### config.mk
export PLATFORM = sky130hd
export DESIGN_NAME = ru_fault_scheduler_flat
export DESIGN_NICKNAME = d
export VERILOG_FILES = /design/src/rtl/ru_fault_scheduler_pkg.sv /design/src/rtl/ru_fault_scheduler_if.sv /design/src/rtl/ru_lowest_set.sv /design/src/rtl/ru_fault_scheduler.sv /design/src/flat_wrapper.sv
export SDC_FILE = /design/constraint.sdc
export NUM_CORES = 1
export LEC_CHECK = 0
export BUFFER_PORTS_ARGS = -buffer_cell sky130_fd_sc_hd__buf_4
export CORE_MARGIN = 2
export CORE_UTILIZATION = 49
export DETAILED_ROUTE_END_ITERATION = 10
export PLACE_DENSITY = 0.74
export SYNTH_ARGS = -nofsm -noshare
export SYNTH_HDL_FRONTEND = slang
export SYNTH_SLANG_ARGS = --single-unit
### constraint.sdc
create_clock -name clk -period 1.8 [get_ports clk]
set_input_delay 0.18 -clock clk [delete_from_list [all_inputs] [get_ports clk]]
set_output_delay 0.18 -clock clk [all_outputs]
set_load 0.01 [all_outputs]
### src/rtl/ru_fault_scheduler_pkg.sv
// Shared definitions for the redundant-unit fault scheduler:
// the FSM state encoding and the index width helper.
package ru_fault_scheduler_pkg;

  typedef enum logic [1:0] {
    ST_IDLE     = 2'd0,
    ST_DISPATCH = 2'd1,
    ST_DONE     = 2'd2
  } state_t;

  function automatic int index_width(input int n);
    return $clog2(n);
  endfunction

endpackage

### src/rtl/ru_fault_scheduler_if.sv
// Bundle of the scheduler's control, fault-map and per-RU signals.
// Handshake: start and ru_done are single-cycle pulses with no back-pressure;
// start is taken only in IDLE, ru_done[i] only while ru_en[i] is high.
interface ru_fault_scheduler_if #(
  parameter int ROWS   = 4,
  parameter int COLS   = 4,
  parameter int NUM_RU = 4
);
  import ru_fault_scheduler_pkg::*;

  localparam int RW = index_width(ROWS);
  localparam int CW = index_width(COLS);
  localparam int FW = index_width(ROWS * COLS + 1);

  logic                   start;
  logic [ROWS*COLS-1:0]   stw_result_mat;
  logic [NUM_RU-1:0]      ru_done;
  logic [NUM_RU-1:0]      ru_en;
  logic [NUM_RU-1:0]      ru_start;
  logic [RW*NUM_RU-1:0]   ru_row_mapping;
  logic [CW*NUM_RU-1:0]   ru_col_mapping;
  logic [FW-1:0]          fault_count;
  logic                   busy;
  logic                   done;
  state_t                 state;

  modport master (
    output start, stw_result_mat, ru_done,
    input  ru_en, ru_start, ru_row_mapping, ru_col_mapping,
    input  fault_count, busy, done, state
  );

  modport slave (
    input  start, stw_result_mat, ru_done,
    output ru_en, ru_start, ru_row_mapping, ru_col_mapping,
    output fault_count, busy, done, state
  );

endinterface

### src/rtl/ru_lowest_set.sv
// Priority encoder: reports whether any bit of vec is set and the index
// of the lowest set bit (0 when none is set).
module ru_lowest_set
  import ru_fault_scheduler_pkg::*;
#(
  parameter int W  = 4,
  parameter int IW = (W > 1) ? index_width(W) : 1
) (
  input  logic [W-1:0]  vec,
  output logic          valid,
  output logic [IW-1:0] idx
);

  always_comb begin
    valid = |vec;
    idx   = '0;
    // Descending scan so the last hit, the lowest index, wins.
    for (int i = W - 1; i >= 0; i--) begin
      if (vec[i]) idx = IW'(i);
    end
  end

endmodule

### src/rtl/ru_fault_scheduler.sv
// Hands faulty-PE coordinates from the self-test map to free redundant
// recompute units, one per cycle, and pulses done once all are consumed.
module ru_fault_scheduler
  import ru_fault_scheduler_pkg::*;
#(
  parameter int ROWS   = 4,
  parameter int COLS   = 4,
  parameter int NUM_RU = 4
) (
  input  logic                 clk,
  input  logic                 rst,
  ru_fault_scheduler_if.slave  bus
);

  localparam int RW = index_width(ROWS);
  localparam int CW = index_width(COLS);
  localparam int NP = ROWS * COLS;
  localparam int PW = RW + CW;
  localparam int FW = index_width(NP + 1);
  localparam int UW = (NUM_RU > 1) ? index_width(NUM_RU) : 1;

  state_t               state, state_next;
  logic [NP-1:0]        pending, pend_load;
  logic [FW-1:0]        fault_count, load_count;
  logic [NUM_RU-1:0]    ru_en, ru_start, release_mask, assign_mask;
  logic [RW*NUM_RU-1:0] row_map;
  logic [CW*NUM_RU-1:0] col_map;
  logic                 pend_valid, free_valid, do_assign;
  logic [PW-1:0]        pend_idx;
  logic [UW-1:0]        free_idx;

  ru_lowest_set #(.W(NP), .IW(PW)) u_pend_enc (
    .vec   (pending),
    .valid (pend_valid),
    .idx   (pend_idx)
  );

  ru_lowest_set #(.W(NUM_RU), .IW(UW)) u_free_enc (
    .vec   (~ru_en),
    .valid (free_valid),
    .idx   (free_idx)
  );

  // Column-major reorder: pending index p = c*ROWS + r, so the low RW bits
  // of p are the row and the high CW bits the column.
  always_comb begin
    pend_load  = '0;
    load_count = '0;
    for (int r = 0; r < ROWS; r++) begin
      for (int c = 0; c < COLS; c++) begin
        pend_load[c*ROWS + r] = ~bus.stw_result_mat[r*COLS + c];
      end
    end
    for (int p = 0; p < NP; p++) begin
      load_count = load_count + FW'(pend_load[p]);
    end
  end

  // Free RUs come from the registered ru_en, so a unit released this edge
  // only becomes eligible on the next one.
  always_comb begin
    do_assign    = (state == ST_DISPATCH) && pend_valid && free_valid;
    release_mask = bus.ru_done & ru_en;
    assign_mask  = '0;
    for (int i = 0; i < NUM_RU; i++) begin
      if (do_assign && (free_idx == UW'(i))) assign_mask[i] = 1'b1;
    end
  end

  always_comb begin
    state_next = state;
    case (state)
      ST_IDLE:     if (bus.start) state_next = ST_DISPATCH;
      ST_DISPATCH: if ((pending == '0) && (ru_en == '0)) state_next = ST_DONE;
      ST_DONE:     state_next = ST_IDLE;
      default:     state_next = ST_IDLE;
    endcase
  end

  always_ff @(posedge clk or negedge rst) begin
    if (!rst) state <= ST_IDLE;
    else      state <= state_next;
  end

  always_ff @(posedge clk or negedge rst) begin
    if (!rst) begin
      pending     <= '0;
      fault_count <= '0;
      ru_en       <= '0;
      ru_start    <= '0;
      row_map     <= '0;
      col_map     <= '0;
    end else begin
      ru_start <= assign_mask;
      ru_en    <= (ru_en & ~release_mask) | assign_mask;
      if ((state == ST_IDLE) && bus.start) begin
        pending     <= pend_load;
        fault_count <= load_count;
      end else if (do_assign) begin
        pending[pend_idx] <= 1'b0;
      end
      for (int i = 0; i < NUM_RU; i++) begin
        if (assign_mask[i]) begin
          row_map[i*RW +: RW] <= pend_idx[RW-1:0];
          col_map[i*CW +: CW] <= pend_idx[PW-1:RW];
        end
      end
    end
  end

  assign bus.ru_en          = ru_en;
  assign bus.ru_start       = ru_start;
  assign bus.ru_row_mapping = row_map;
  assign bus.ru_col_mapping = col_map;
  assign bus.fault_count    = fault_count;
  assign bus.busy           = (state != ST_IDLE);
  assign bus.done           = (state == ST_DONE);
  assign bus.state          = state;

endmodule

### src/flat_wrapper.sv
// flat-port wrapper written by rule: the top's interface ports become plain ports
module ru_fault_scheduler_flat import ru_fault_scheduler_pkg::*;
#(
  parameter int ROWS   = 4,
  parameter int COLS   = 4,
  parameter int NUM_RU = 4
)
  (clk, rst, bus_start, bus_stw_result_mat, bus_ru_done, bus_ru_en, bus_ru_start, bus_ru_row_mapping, bus_ru_col_mapping, bus_fault_count, bus_busy, bus_done, bus_state);
  ru_fault_scheduler_if #(.ROWS(ROWS), .COLS(COLS), .NUM_RU(NUM_RU)) bus_i ();
  input  logic clk;
  input  logic rst;
  input wire logic [$bits(bus_i.start)-1:0] bus_start;
  input wire logic [$bits(bus_i.stw_result_mat)-1:0] bus_stw_result_mat;
  input wire logic [$bits(bus_i.ru_done)-1:0] bus_ru_done;
  output wire logic [$bits(bus_i.ru_en)-1:0] bus_ru_en;
  output wire logic [$bits(bus_i.ru_start)-1:0] bus_ru_start;
  output wire logic [$bits(bus_i.ru_row_mapping)-1:0] bus_ru_row_mapping;
  output wire logic [$bits(bus_i.ru_col_mapping)-1:0] bus_ru_col_mapping;
  output wire logic [$bits(bus_i.fault_count)-1:0] bus_fault_count;
  output wire logic [$bits(bus_i.busy)-1:0] bus_busy;
  output wire logic [$bits(bus_i.done)-1:0] bus_done;
  output wire logic [$bits(bus_i.state)-1:0] bus_state;
  assign bus_i.start = bus_start;
  assign bus_i.stw_result_mat = bus_stw_result_mat;
  assign bus_i.ru_done = bus_ru_done;
  assign bus_ru_en = bus_i.ru_en;
  assign bus_ru_start = bus_i.ru_start;
  assign bus_ru_row_mapping = bus_i.ru_row_mapping;
  assign bus_ru_col_mapping = bus_i.ru_col_mapping;
  assign bus_fault_count = bus_i.fault_count;
  assign bus_busy = bus_i.busy;
  assign bus_done = bus_i.done;
  assign bus_state = bus_i.state;
  ru_fault_scheduler #(.ROWS(ROWS), .COLS(COLS), .NUM_RU(NUM_RU)) u_core (.clk(clk), .rst(rst), .bus(bus_i));
endmodule
# Word-level counts from Yosys, hierarchy flattened
# Cells that the tools add are included.
dict set report word_totals {
  regBits 47
}
dict set report op_classes {
  bitwise 23
  order_cmp 2
  n_addsub 15
  n_eq_ne 7
  n_mux 31
  n_reduce_logical 18
}
# cell count
set op_table {}
lappend op_table {{adder 5 x 1 -> 5 bit} 14}
lappend op_table {{two-way mux 4 bit} 16}
lappend op_table {{two-way mux 16 bit} 2}
lappend op_table {{AND 16 bit} 1}
lappend op_table {{logical NOT 16 bit} 1}
lappend op_table {{NOT 1 bit} 16}
lappend op_table {{NOT 16 bit} 1}
lappend op_table {{OR reduction 16 bit} 1}
lappend op_table {{two-way mux 2 bit} 6}
lappend op_table {{logical AND 1 bit} 9}
lappend op_table {{AND 4 bit} 2}
lappend op_table {{NOT 4 bit} 2}
lappend op_table {{== test 2 bit, second input constant} 3}
lappend op_table {{less-than comparator 4 x 5 -> 1 bit, second input constant} 1}
lappend op_table {{two-way mux 1 bit} 5}
lappend op_table {{demux 1 bit (select 4 bit)} 1}
lappend op_table {{== test 2 x 1 -> 1 bit, second input constant} 2}
lappend op_table {{greater-or-equal comparator 4 x 1 -> 1 bit, second input constant} 1}
lappend op_table {{logical NOT 2 bit} 2}
lappend op_table {{logical NOT 4 bit} 1}
lappend op_table {{inequality test 2 bit, second input constant} 2}
lappend op_table {{OR 4 bit} 1}
lappend op_table {{case mux 2 bit (2 select lines)} 1}
lappend op_table {{nonzero test 2 bit} 2}
lappend op_table {{3 further kinds} 3}

# Depth between registers and ports, before layout
# Gate-level depths: netlist of run 1.
dict set report logic_depth {
  ltp_word 24
  ltp_mapped 15
}

# Modules after synthesis
# From an unflattened synthesis of run 1, not the netlist that was laid out.
dict set report hier_totals {
  hier_cells 234
  area_unflattened_um2 2537.4
}
# module cells_per_inst n_inst area_per_inst_um2
set modules_own_cells {}
lappend modules_own_cells {ru_fault_scheduler 193 1 2326.0}
lappend modules_own_cells {{ru_lowest_set at u_core.u_pend_enc} 34 1 176.4}
lappend modules_own_cells {{ru_lowest_set at u_core.u_free_enc} 7 1 35.0}

# Worst setup path before layout of run 1
# OpenSTA, ideal clock, no wires.
dict set report synth_timing {
  path_type {input port to flip-flop}
  startpoint {in bus_stw_result_mat[0]}
  endpoint {reg u_core.fault_count[4], in the netlist u_core.bus.fault_count[4]}
  t_arrival_ps 3608
  slack_ps -1891
  setup_time_ps 83
  required_time_ps 1717
  cell_stages 14
  cell_sequence {inv_1 > ha_1 > fa_1 > inv_1 > fa_1 > fa_1 > inv_1 > fa_1 > inv_1 > fa_1 > fa_1 > nor2b_1 > o21ai_0 > o21ai_0}
}
dict set report synth_between {
  elab_chain_cells 16
}
# item line
set synth_lines {}
lappend synth_lines {{start, declared} flat_wrapper.sv:13} ;# input wire logic [$bits(bus_i.stw_result_mat)-1:0] bus_stw_result_mat;
lappend synth_lines {{NOT 1 bit} ru_fault_scheduler.sv:51} ;# pend_load[c*ROWS + r] = ~bus.stw_result_mat[r*COLS + c];
lappend synth_lines {{adder 1 x 1 -> 2 bit} ru_fault_scheduler.sv:55} ;# load_count = load_count + FW'(pend_load[p]);
lappend synth_lines {{adder 5 x 1 -> 5 bit (14 in a row)} ru_fault_scheduler.sv:55}
lappend synth_lines {{end signal, assigned} ru_fault_scheduler.sv:98} ;# fault_count <= load_count;
lappend synth_lines {{end, declared} ru_fault_scheduler.sv:24} ;# logic [FW-1:0] fault_count, load_count;
# Every way passes these cells.
# A chain may end at the register's enable or synchronous reset.

# Final worst setup path of run 1
# Same ends and word-level chain as after synthesis.

==> results of run 1 <==
## cell usage in the layout (no fill, tap or decap), types with 2 or more instances in the layout
master    count
dfrtp_1      44
nand2b_1      2
nor2b_1       2
inv_1        30
inv_2         3
nor2b_4       2
nor4_1        2
o21ai_0       5
dfrtp_2       3
buf_4       100
nor3_4        4
fa_2          2
mux2_2        4
ha_1          4
nand2b_4      2
nor2_1       25
a221oi_2      8
nor4_4        3
fa_1          8
a21oi_1      14
a21o_1        5
clkbuf_8      5
nand2_1      12
a31oi_1       2
nor3_1        2
xor2_1        2
buf_6        11
o21ai_1       6
mux2_4       12
## routing by layer
layer / up-vias / routed length [µm] / GRT usage, %
li1: 1052 / - / -
met1: 1149 / 2996 / 30.14
met2: 91 / 3742 / 37.19
met3: 16 / 389 / 3.529
met4: 0 / 177 / 8.000
met5: - / 0 / 0
## stage by stage
| step | hold slack (ns) | area, µm² | util [%] | worst slack [ns] | setup TNS [ns] |
|---|---|---|---|---|---|
| final | 0.04679 | 3920 | 76.75 | -1.540 | -8.805 |
| after global routing | 0.03703 | 3920 | 76.75 | -1.631 | -10.19 |
| after CTS | 0.04225 | 3669 | 71.83 | -1.606 | -7.455 |
| after detailed placement | 0.2279 | 3430 | 67.15 | -1.982 | -11.26 |
| after global placement | 0.2196 | 3430 | 67.15 | -1.907 | -10.63 |
| after floorplan | -0.1156 | 2638 | - | -1.706 | -8.071 |
## critical path, cell delays in order
cell     delay [ns]
buf_12         0.09
inv_12         0.03
ha_4           0.22
fa_1           0.48
inv_1          0.05
fa_1           0.45
fa_1           0.49
inv_1          0.05
fa_1           0.48
inv_2          0.04
fa_2           0.36
fa_2           0.36
nor2b_1        0.11
o21ai_1        0.07
o21ai_1        0.11
## cell type report
| class | instances | area (µm²) |
|---|---|---|
| flip-flops and latches | 47 | 1180 |
| multi-input cells | 153 | 1493 |
| fillers | 324 | 1187 |
| well taps | 70 | 87.58 |
| clock inverters | 3 | 46.29 |
| clock buffers | 5 | 68.82 |
| repair buffers | 113 | 904.6 |
| inverters | 34 | 140.1 |
## final timing paths
path / from / endpoint / cells past startpoint
setup / recovery: bus_stw_result_mat[0] / u_core.bus.fault_count[4] / 15
hold / removal: bus_ru_done[2] / u_core.bus.ru_en[2] / 2
setup reg to reg: u_core.pending[1] / u_core.pending[5] / 7
hold reg to reg: u_core.bus.fault_count[4] / u_core.bus.fault_count[4] / 2
max in group asynchronous: rst / u_core.pending[1] / 2
min in group asynchronous: rst / u_core.pending[8] / 2
## registers in the layout, indices dropped and copies added (netlist names)
register	cells
u_core.bus.fault_count	5
u_core.bus.ru_col_mapping	8
u_core.bus.ru_en	4
u_core.bus.ru_row_mapping	8
u_core.bus.ru_start	4
u_core.bus.state	2
u_core.pending	16
## cells in the mapped netlist, types with 5 or more instances
library cell,count,share of area (%)
clkbuf_1,5,0.72
nor2_1,26,3.8
o21ai_0,11,2.1
ha_1,5,2.4
mux2_4,8,4.6
dfrtp_1,47,45
a21oi_1,15,2.9
a221oi_1,9,3.0
a21o_1,5,1.4
fa_1,10,7.7
inv_1,34,4.9
nand2_1,12,1.7
mux2_2,8,3.5
## cells by family after synthesis
logic type      after synthesis  share of synthesized area (%)
flops                        47                          45.26
xor+xnor                      2                         0.6742
simple gates                 68                          16.23
compound gates               52                          13.82
buf+inv                      40                          5.826
fa+ha+maj                    15                          10.11
mux                          16                          8.089
## power groups by stage
| stage | sequential [µW] | clock, µW | combinational (µW) |
|---|---|---|---|
| after floorplan | 2040 | 0 | 1790 |
| after global placement | 1900 | 0 | 3380 |
| final | 1930 | 804 | 4570 |
| after CTS | 1910 | 810 | 3730 |
| after global routing | 1980 | 865 | 4850 |
| after detailed placement | 1910 | 0 | 3460 |
## repair_timing
action | 4_1_cts | 5_1_grt
hold buffers | 1 | 0
setup endpoints to repair | 32 | 33
buffers inserted | 4 | 14
hold endpoints to repair | 47 | 0
pin swaps | 12 | 13
gates resized for setup | 23 | 36
==> metrics.txt, run 1 <==
critical path arrival 3.58 ns; Cells after Synth 240; via count 2308; worst min path class in2reg; asr flop ratio synth 100.0%; f_max 0.2994 GHz; DR pass1 iterations 4; Layout area overhead 50.84%; CTS tree yes; syn nets 278; ys flop type dfrtp_1; Max Slew Vio Count 0; grt total ovfl 0; Post-DRT Antenna Nets 0; status finished with violations; DRT iter0 DRCs 169; row count 26; Initial Util 50.88%; final worst slack -1.540 ns; Max Cap Viol 0; CTS Buf Count 5; Relative slew margins slightly above 60%; H-tree levels 2; die height between 70 and 80 µm; Sw Pwr around 3000 µW; DRC Markers 0; core area 5107 µm²; Setup-failing EPs final 29; RSZ-0062 raised after global routing yes; Worst Skew 0.01184 ns; vias in the first global route between 2000 and 2500; Routed wire per std cell between 15 and 20 µm; CP endpoint kind flop; critical path class in2reg; Mapped Area 2599 µm²; Comb pwr share 62.6%; Clock power frac 11.0%; initial antenna violation count 0; Clock Root Buffer clkbuf_8; Final HPWL DP around 4.6 mm; largest net degree at the start of global routing 48; Worst-Skew Late Latency 0.31 ns; nets between 300 and 400; Tot Pwr 7308 µW; Port Buffer Count 55; CP Launch Type input port; CTS clk-pin slew, worst paths 0.09 ns; min cycle time layout 3.340 ns; Avg Inst Size Synth 10.83 µm²; first-pass GRT wire length 10.42 mm; CP required 2.04 ns; # diodes 0; Net Sw Frac 40.73%; flops & latches, synth 47; Ys Warns 0; Max IR drop VDD 0.001039 V; Post-synth EDFFs 0; final cell count without fillers approximately 430; Tot GR Track Use 22.48%; crit-path max FO 2; Die Width just under 80 µm; Avg Vias per Cell 5.431; crit share post-route 185.5%; Lkg Pwr 0.001956 µW; # IOs 56; Power Internal roughly 4300 µW; share of cells above drive strength 1 around half; cell count after placement 401; post-synthesis sequential area ratio 45.26%; final WL 7.306 mm; worst slew pin tran between 0.5 and 0.6 ns; Pwr Density 1864 nW/µm²; CTS max path bufs 2; die outline area 5902 µm²; failing checks negative setup slack; Clock Sinks 47; reg2reg setup slack -0.14 ns; final count of hold timing violations 0; Flop pwr share between 20% and 30%; Netlist cell types 42; RD Place Congestion 0.8391
Note: power is estimated with default switching activity, not from simulation.
==> inputs of run 2 (changes only) <==
--- a/config.mk
+++ b/config.mk
@@ -7,8 +7,9 @@
 export LEC_CHECK = 0
 export BUFFER_PORTS_ARGS = -buffer_cell sky130_fd_sc_hd__buf_4
-export CORE_MARGIN = 2
-export CORE_UTILIZATION = 49
+export CORE_MARGIN = 5
+export CORE_UTILIZATION = 51
+export CTS_BUF_LIST = sky130_fd_sc_hd__clkbuf_8
 export DETAILED_ROUTE_END_ITERATION = 10
-export PLACE_DENSITY = 0.74
+export PLACE_DENSITY = 0.76
 export SYNTH_ARGS = -nofsm -noshare
 export SYNTH_HDL_FRONTEND = slang
==> constraint.sdc (replaced) <==
create_clock -name clk -period 1.8 [get_ports clk]
set_input_delay 0.09 -clock clk [delete_from_list [all_inputs] [get_ports clk]]
set_output_delay 0.09 -clock clk [all_outputs]
set_load 0.01 [all_outputs]
==> run 2 against run 1 <==
The flow finishes with violations (negative hold slack, negative setup slack); largest power group unchanged; first-iteration DRC count is 40% higher; register-to-register slack hardly changed; cell count is 0.94% higher.
==> metrics.txt, run 2 (synthesized netlist as in run 1, its figures left out) <==
Max Cap Viol 0 (unchanged); Pwr Density 1840 nW/µm² (was 1864 nW/µm²); worst min path class in2reg (unchanged); met1 Use GR 28.42% (was 30.14%); H-tree levels 2 (unchanged); Routed wire per std cell 17.41 µm (was 17.19 µm); grt total ovfl 0 (unchanged); crit share post-route 183.2% (was 185.5%); critical path class in2reg (unchanged); CTS clk-pin slew, worst paths 0.09 ns (about the same); Comb pwr share 64.9% (was 62.6%); most common cell after layout, fill and taps aside buf_4 (unchanged); Setup-failing EPs final 20 (was 29); Clock power frac 8.6% (was 11.0%); fin area 3938 µm² (was 3920 µm²); Final Core Density 78.09% (was 76.75%); commonest non-fill, non-tap cells in the layout buf_4 (107), dfrtp_1 (44), inv_1 (32) (was buf_4 (100), dfrtp_1 (44), inv_1 (30)); die height 81.39 µm (was 76.83 µm); Die Width 81.39 µm (was 76.83 µm); CTS Buf Count 5 (unchanged); failing checks negative hold slack, negative setup slack (was negative setup slack); Sw Pwr 2977 µW (was 2976 µW); met3 usage in global routing 3.769% (was 3.529%); CP dominant cell by count fa_1 (unchanged); Max IR drop VDD 0.001104 V (was 0.001039 V); vias in the first global route 2306 (was 2115); DRT iter0 DRCs 237 (was 169); DRC Markers 0 (unchanged); RSZ-0062 raised after global routing yes (unchanged); M2 GR Usage 36.16% (was 37.19%); final WL 7.470 mm (was 7.306 mm); CP max stage delay 0.51 ns (was 0.49 ns); GRT Max-Usage Layer met2 (unchanged); RD Place Congestion 0.9160 (was 0.8391); Lkg Pwr 0.001967 µW (was 0.001956 µW); CTS max path bufs 2 (unchanged); Post-DRT Antenna Nets 0 (unchanged); worst slew pin tran 0.6031 ns (was 0.5814 ns); Avg Vias per Cell 5.517 (was 5.431); share of cells above drive strength 1 52.65% (was 50.99%); final hold slack -0.008190 ns (was 0.04679 ns); # diodes 0 (unchanged); area occupied by multi-input gates 1515 µm² (was 1493 µm²); final count of hold timing violations 1 (was 0); # IOs 56 (unchanged); Critical-path top delay cell fa_1 (unchanged); core area 5042 µm² (was 5107 µm²); flip-flop and latch area 1180 µm² (unchanged); status finished with violations (unchanged); min cycle time layout 3.298 ns (was 3.340 ns); Port Buffer Count 55 (unchanged); Max Slew Vio Count 0 (unchanged); largest net degree at the start of global routing 48 (unchanged); crit-path leading delay family adder cells (unchanged); flip-flop count of the largest register after layout 16 (unchanged); final worst slack -1.498 ns (was -1.540 ns); initial antenna violation count 0 (unchanged); fillers 304 (was 324); Net Sw Frac 41.09% (was 40.73%); Worst Skew 0.01326 ns (was 0.01184 ns); Setup WS pre-CTS -1.892 ns (was -1.982 ns); Buf/Inv on CP 5 (unchanged); f_max 0.3032 GHz (was 0.2994 GHz); CP Launch Type input port (unchanged); first-pass GRT wire length 10.84 mm (was 10.42 mm); Worst-Skew Late Latency 0.30 ns (was 0.31 ns); Flop pwr share 26.5% (was 26.4%); CP required 2.03 ns (was 2.04 ns); Tot GR Track Use 21.74% (was 22.48%); CP endpoint kind flop (unchanged); Post-DP Area 3482 µm² (was 3430 µm²); die outline area 6624 µm² (was 5902 µm²); Largest Register u_core.pending (unchanged); crit-path max FO 2 (unchanged); Power Internal 4269 µW (was 4332 µW); Relative slew margins 59.80% (was 61.24%); Final HPWL DP 4.983 mm (was 4.620 mm); nets 397 (was 392); CTS tree yes (unchanged); setup TNS -7.723 ns (was -8.805 ns); via count 2367 (was 2308); Initial Util 51.54% (was 50.88%); DR pass1 iterations 5 (was 4); Layout area overhead 51.52% (was 50.84%); row count 26 (unchanged); critical path arrival 3.53 ns (was 3.58 ns); critical path cell sequence buf_6 -> inv_2 -> ha_4 -> fa_1 -> inv_1 -> fa_1 -> fa_1 -> inv_1 -> fa_1 -> inv_1 -> fa_2 -> fa_2 -> nor2b_1 -> o21ai_1 -> o21ai_1 (was buf_12 -> inv_12 -> ha_4 -> fa_1 -> inv_1 -> fa_1 -> fa_1 -> inv_1 -> fa_1 -> inv_2 -> fa_2 -> fa_2 -> nor2b_1 -> o21ai_1 -> o21ai_1); Clock Sinks 47 (unchanged); Clock Root Buffer clkbuf_8 (unchanged)
==> run 2: per-stage QoR <==
step,power [µW],std cells,hold WS [ns]
6_report,7246,429,-0.008190
2_1_floorplan,3833,240,-0.2056
4_1_cts,6466,420,0.001749
5_1_grt,7651,429,-0.0003412
3_3_place_gp,5388,408,0.1243
3_5_place_dp,5515,408,0.1324
==> run 2: timing repair <==
action	4_1_cts	5_1_grt
hold buffers	2	1
hold endpoints to repair	48	1
setup endpoints to repair	33	36
buffers inserted	5	10
pin swaps	11	14
resized for setup	27	33
==> run 2: layer usage <==
metal | routed length [µm] | up-vias
li1 | - | 1063
met1 | 3019 | 1170
met2 | 3857 | 100
met3 | 330 | 34
met4 | 262 | 0
met5 | 0 | -
==> run 2: cell type report <==
class                   instances  share of cell area [%]
multi-input cells             153                   38.48
inverters                      34                   3.559
clock inverters                 2                  0.3495
repair buffers                118                   23.67
well taps                      70                   2.224
flip-flops and latches         47                   29.96
clock buffers                   5                   1.748
==> run 2: final timing paths <==
check	to	cells past startpoint	slack, ns	start
max	u_core.bus.fault_count[4]	15	-1.50	bus_stw_result_mat[4]
min	u_core.pending[15]	2	-0.008	bus_stw_result_mat[15]
max reg2reg	u_core.pending[3]	5	-0.13	u_core.pending[5]
min reg2reg	u_core.bus.fault_count[2]	2	0.51	u_core.bus.fault_count[2]
max in group asynchronous	u_core.pending[11]	2	1.01	rst
min in group asynchronous	u_core.bus.ru_start[2]	2	0.34	rst
==> run 2: worst reg2reg max path, stage by stage, from the launching register on <==
cell	delay, ns
dfrtp_1	0.41
or4_4	0.60
nor3_4	0.18
a21o_4	0.19
a21boi_4	0.28
a41oi_2	0.14
==> run 2: power groups by stage <==
stage                     Combinational [µW]  Sequential (µW)  Clock [µW]
after floorplan                         1790             2040           0
after CTS                               3950             1890         630
after detailed placement                3640             1880           0
final                                   4700             1920         624
after global routing                    5000             1970         683
after global placement                  3530             1860           0
==> inputs of run 3 (changes only) <==
- SKIP_LAST_GASP: default -> 1
==> run 3 against run 2 <==
The flow still finishes with violations (negative hold slack, negative setup slack); routed wire length shrank 0.28%; total power down 0.57%; non-clock buffer count did not move; core utilization shrank 0.27 points; register-to-register slack got worse by 0.03 ns; sequential share of layout area grew 0.11 points; clock power about the same; combinational power hardly changed; via count is essentially flat; critical endpoint unchanged.
==> metrics.txt, run 3 (synthesized netlist as in run 1, its figures left out) <==
status finished with violations (unchanged); failing checks negative hold slack, negative setup slack (unchanged); setup TNS -7.774 ns (was -7.723 ns); Final HPWL DP 4.983 mm (unchanged); nets 397 (unchanged); Port Buffer Count 55 (unchanged); CTS clk-pin slew, worst paths 0.09 ns (about the same); CTS max path bufs 2 (unchanged); RD Place Congestion 0.9160 (unchanged); first-pass GRT wire length 10.73 mm (was 10.84 mm); Clock Root Buffer clkbuf_8 (unchanged); final WL 7.449 mm (was 7.470 mm); WHS Path Cells 2 (unchanged); RSZ-0062 raised after global routing yes (unchanged); min cycle time layout 3.304 ns (was 3.298 ns); area occupied by multi-input gates 1501 µm² (was 1515 µm²); R2R Path Start u_core.pending[5] (unchanged); DR pass1 iterations 6 (was 5); crit-path max FO 2 (unchanged); reg2reg setup slack -0.16 ns (was -0.13 ns); final count of hold timing violations 1 (unchanged); Largest Register u_core.pending (unchanged); initial antenna violation count 0 (unchanged); Lkg Pwr 0.001964 µW (was 0.001967 µW); Post-DRT Antenna Nets 0 (unchanged); Setup-failing EPs final 23 (was 20); vias in the first global route 2288 (was 2306); Avg Vias per Cell 5.522 (was 5.517); crit path to u_core.bus.fault_count[4] (unchanged); critical path arrival 3.54 ns (was 3.53 ns); cell count after placement 408 (unchanged); CTS tree yes (unchanged); Post-DP Area 3482 µm² (unchanged); commonest non-fill, non-tap cells in the layout buf_4 (107), dfrtp_1 (44), inv_1 (32) (unchanged); core area 5042 µm² (unchanged); grt total ovfl 0 (unchanged); worst reg2reg path endpoint u_core.pending[3] (unchanged); DRC Markers 0 (unchanged); DRT iter0 DRCs 197 (was 237); Relative slew margins 60.27% (was 59.80%); Max IR drop VDD 0.001109 V (was 0.001104 V); Initial Util 51.54% (unchanged); # IOs 56 (unchanged); largest net degree at the start of global routing 48 (unchanged); share of cells above drive strength 1 52.09% (was 52.65%); Die Width 81.39 µm (unchanged); die height 81.39 µm (unchanged); crit share post-route 183.6% (was 183.2%); CP Launch Type input port (unchanged); flip-flop and latch area 1180 µm² (unchanged); critical path startpoint bus_stw_result_mat[4] (unchanged); H-tree levels 2 (unchanged); via count 2369 (was 2367); Layout area overhead 50.99% (was 51.52%); f_max 0.3026 GHz (was 0.3032 GHz); final worst slack -1.504 ns (was -1.498 ns); Routed wire per std cell 17.36 µm (was 17.41 µm); Max Slew Vio Count 0 (unchanged); CP endpoint kind flop (unchanged); die outline area 6624 µm² (unchanged); # diodes 0 (unchanged); critical path class in2reg (unchanged); CTS Buf Count 5 (unchanged); worst slew pin tran 0.5959 ns (was 0.6031 ns); Pwr Density 1836 nW/µm² (was 1840 nW/µm²); worst min path class in2reg (unchanged); row count 26 (unchanged); fin area 3924 µm² (was 3938 µm²); Worst-Skew Late Latency 0.30 ns (about the same); FF-to-FF path depth 5 (unchanged); flip-flop count of the largest register after layout 16 (unchanged); Max Cap Viol 0 (unchanged); fillers 305 (was 304); Worst Skew 0.01402 ns (was 0.01326 ns); most common cell after layout, fill and taps aside buf_4 (unchanged); Clock Sinks 47 (unchanged); final cell count without fillers 429 (unchanged); Tot GR Track Use 21.48% (was 21.74%); CP required 2.03 ns (about the same); final hold slack -0.006597 ns (was -0.008190 ns)
## run 3: final cells by class
type / instances / share of cell area, %
sequential: 47 / 30.07
tap: 70 / 2.232
clock inverter: 2 / 0.3508
multi-input combinational: 153 / 38.27
inverter: 34 / 3.571
timing repair buffer: 118 / 23.76
clock buffer: 5 / 1.754
## run 3: worst max-delay path, stage by stage
cell and delay, ns:
buf_6 0.09, inv_2 0.06, ha_4 0.20, fa_1 0.49
inv_1 0.05, fa_1 0.46, fa_1 0.51, inv_1 0.05
fa_1 0.47, inv_1 0.05, fa_2 0.35, fa_2 0.36
nor2b_1 0.12, o21ai_0 0.08, o21ai_1 0.12
## run 3: power by group
group | switching [µW] | internal, µW
clock network | 357 | 266
registers | 400 | 1520
logic | 2200 | 2470
## run 3: layer usage
| layer | vias to the layer above | GRT usage (%) | share of wire [%] |
|---|---|---|---|
| met2 | 95 | 35.26 | 52 |
| met1 | 1176 | 28.13 | 40 |
| met4 | 0 | 8.446 | 3.6 |
| met5 | - | 0 | 0 |
| met3 | 33 | 3.880 | 5.1 |
| li1 | 1065 | - | - |
## run 3: stage by stage
| stage | util (%) | setup slack (ns) | total power [µW] |
|---|---|---|---|
| 2_1_floorplan | - | -1.616 | 3833 |
| 3_3_place_gp | 69.06 | -1.829 | 5388 |
| 3_5_place_dp | 69.06 | -1.892 | 5515 |
| 4_1_cts | 73.47 | -1.490 | 6429 |
| 5_1_grt | 77.82 | -1.651 | 7622 |
| 6_report | 77.82 | -1.504 | 7205 |
## run 3: how the worst min path moves through the flow
stage / startpoint / end / slack, ns
global placement: rst / u_core.bus.ru_start[2] / 0.12
finish: bus_stw_result_mat[15] / u_core.pending[15] / -0.007
floorplan: rst / u_core.bus.fault_count[0] / -0.21
detailed placement: rst / u_core.bus.ru_start[2] / 0.13
global route: bus_stw_result_mat[15] / u_core.pending[15] / -0.002
CTS: bus_stw_result_mat[5] / u_core.pending[5] / 0.002
## run 3: what timing repair did
action / 4_1_cts / 5_1_grt
hold endpoints to repair: 48 / 1
buffers inserted: 5 / 10
gates cloned: 0 / 0
setup endpoints to repair: 33 / 36
hold buffers: 2 / 1
resized for setup: 24 / 32
pin swaps: 11 / 14
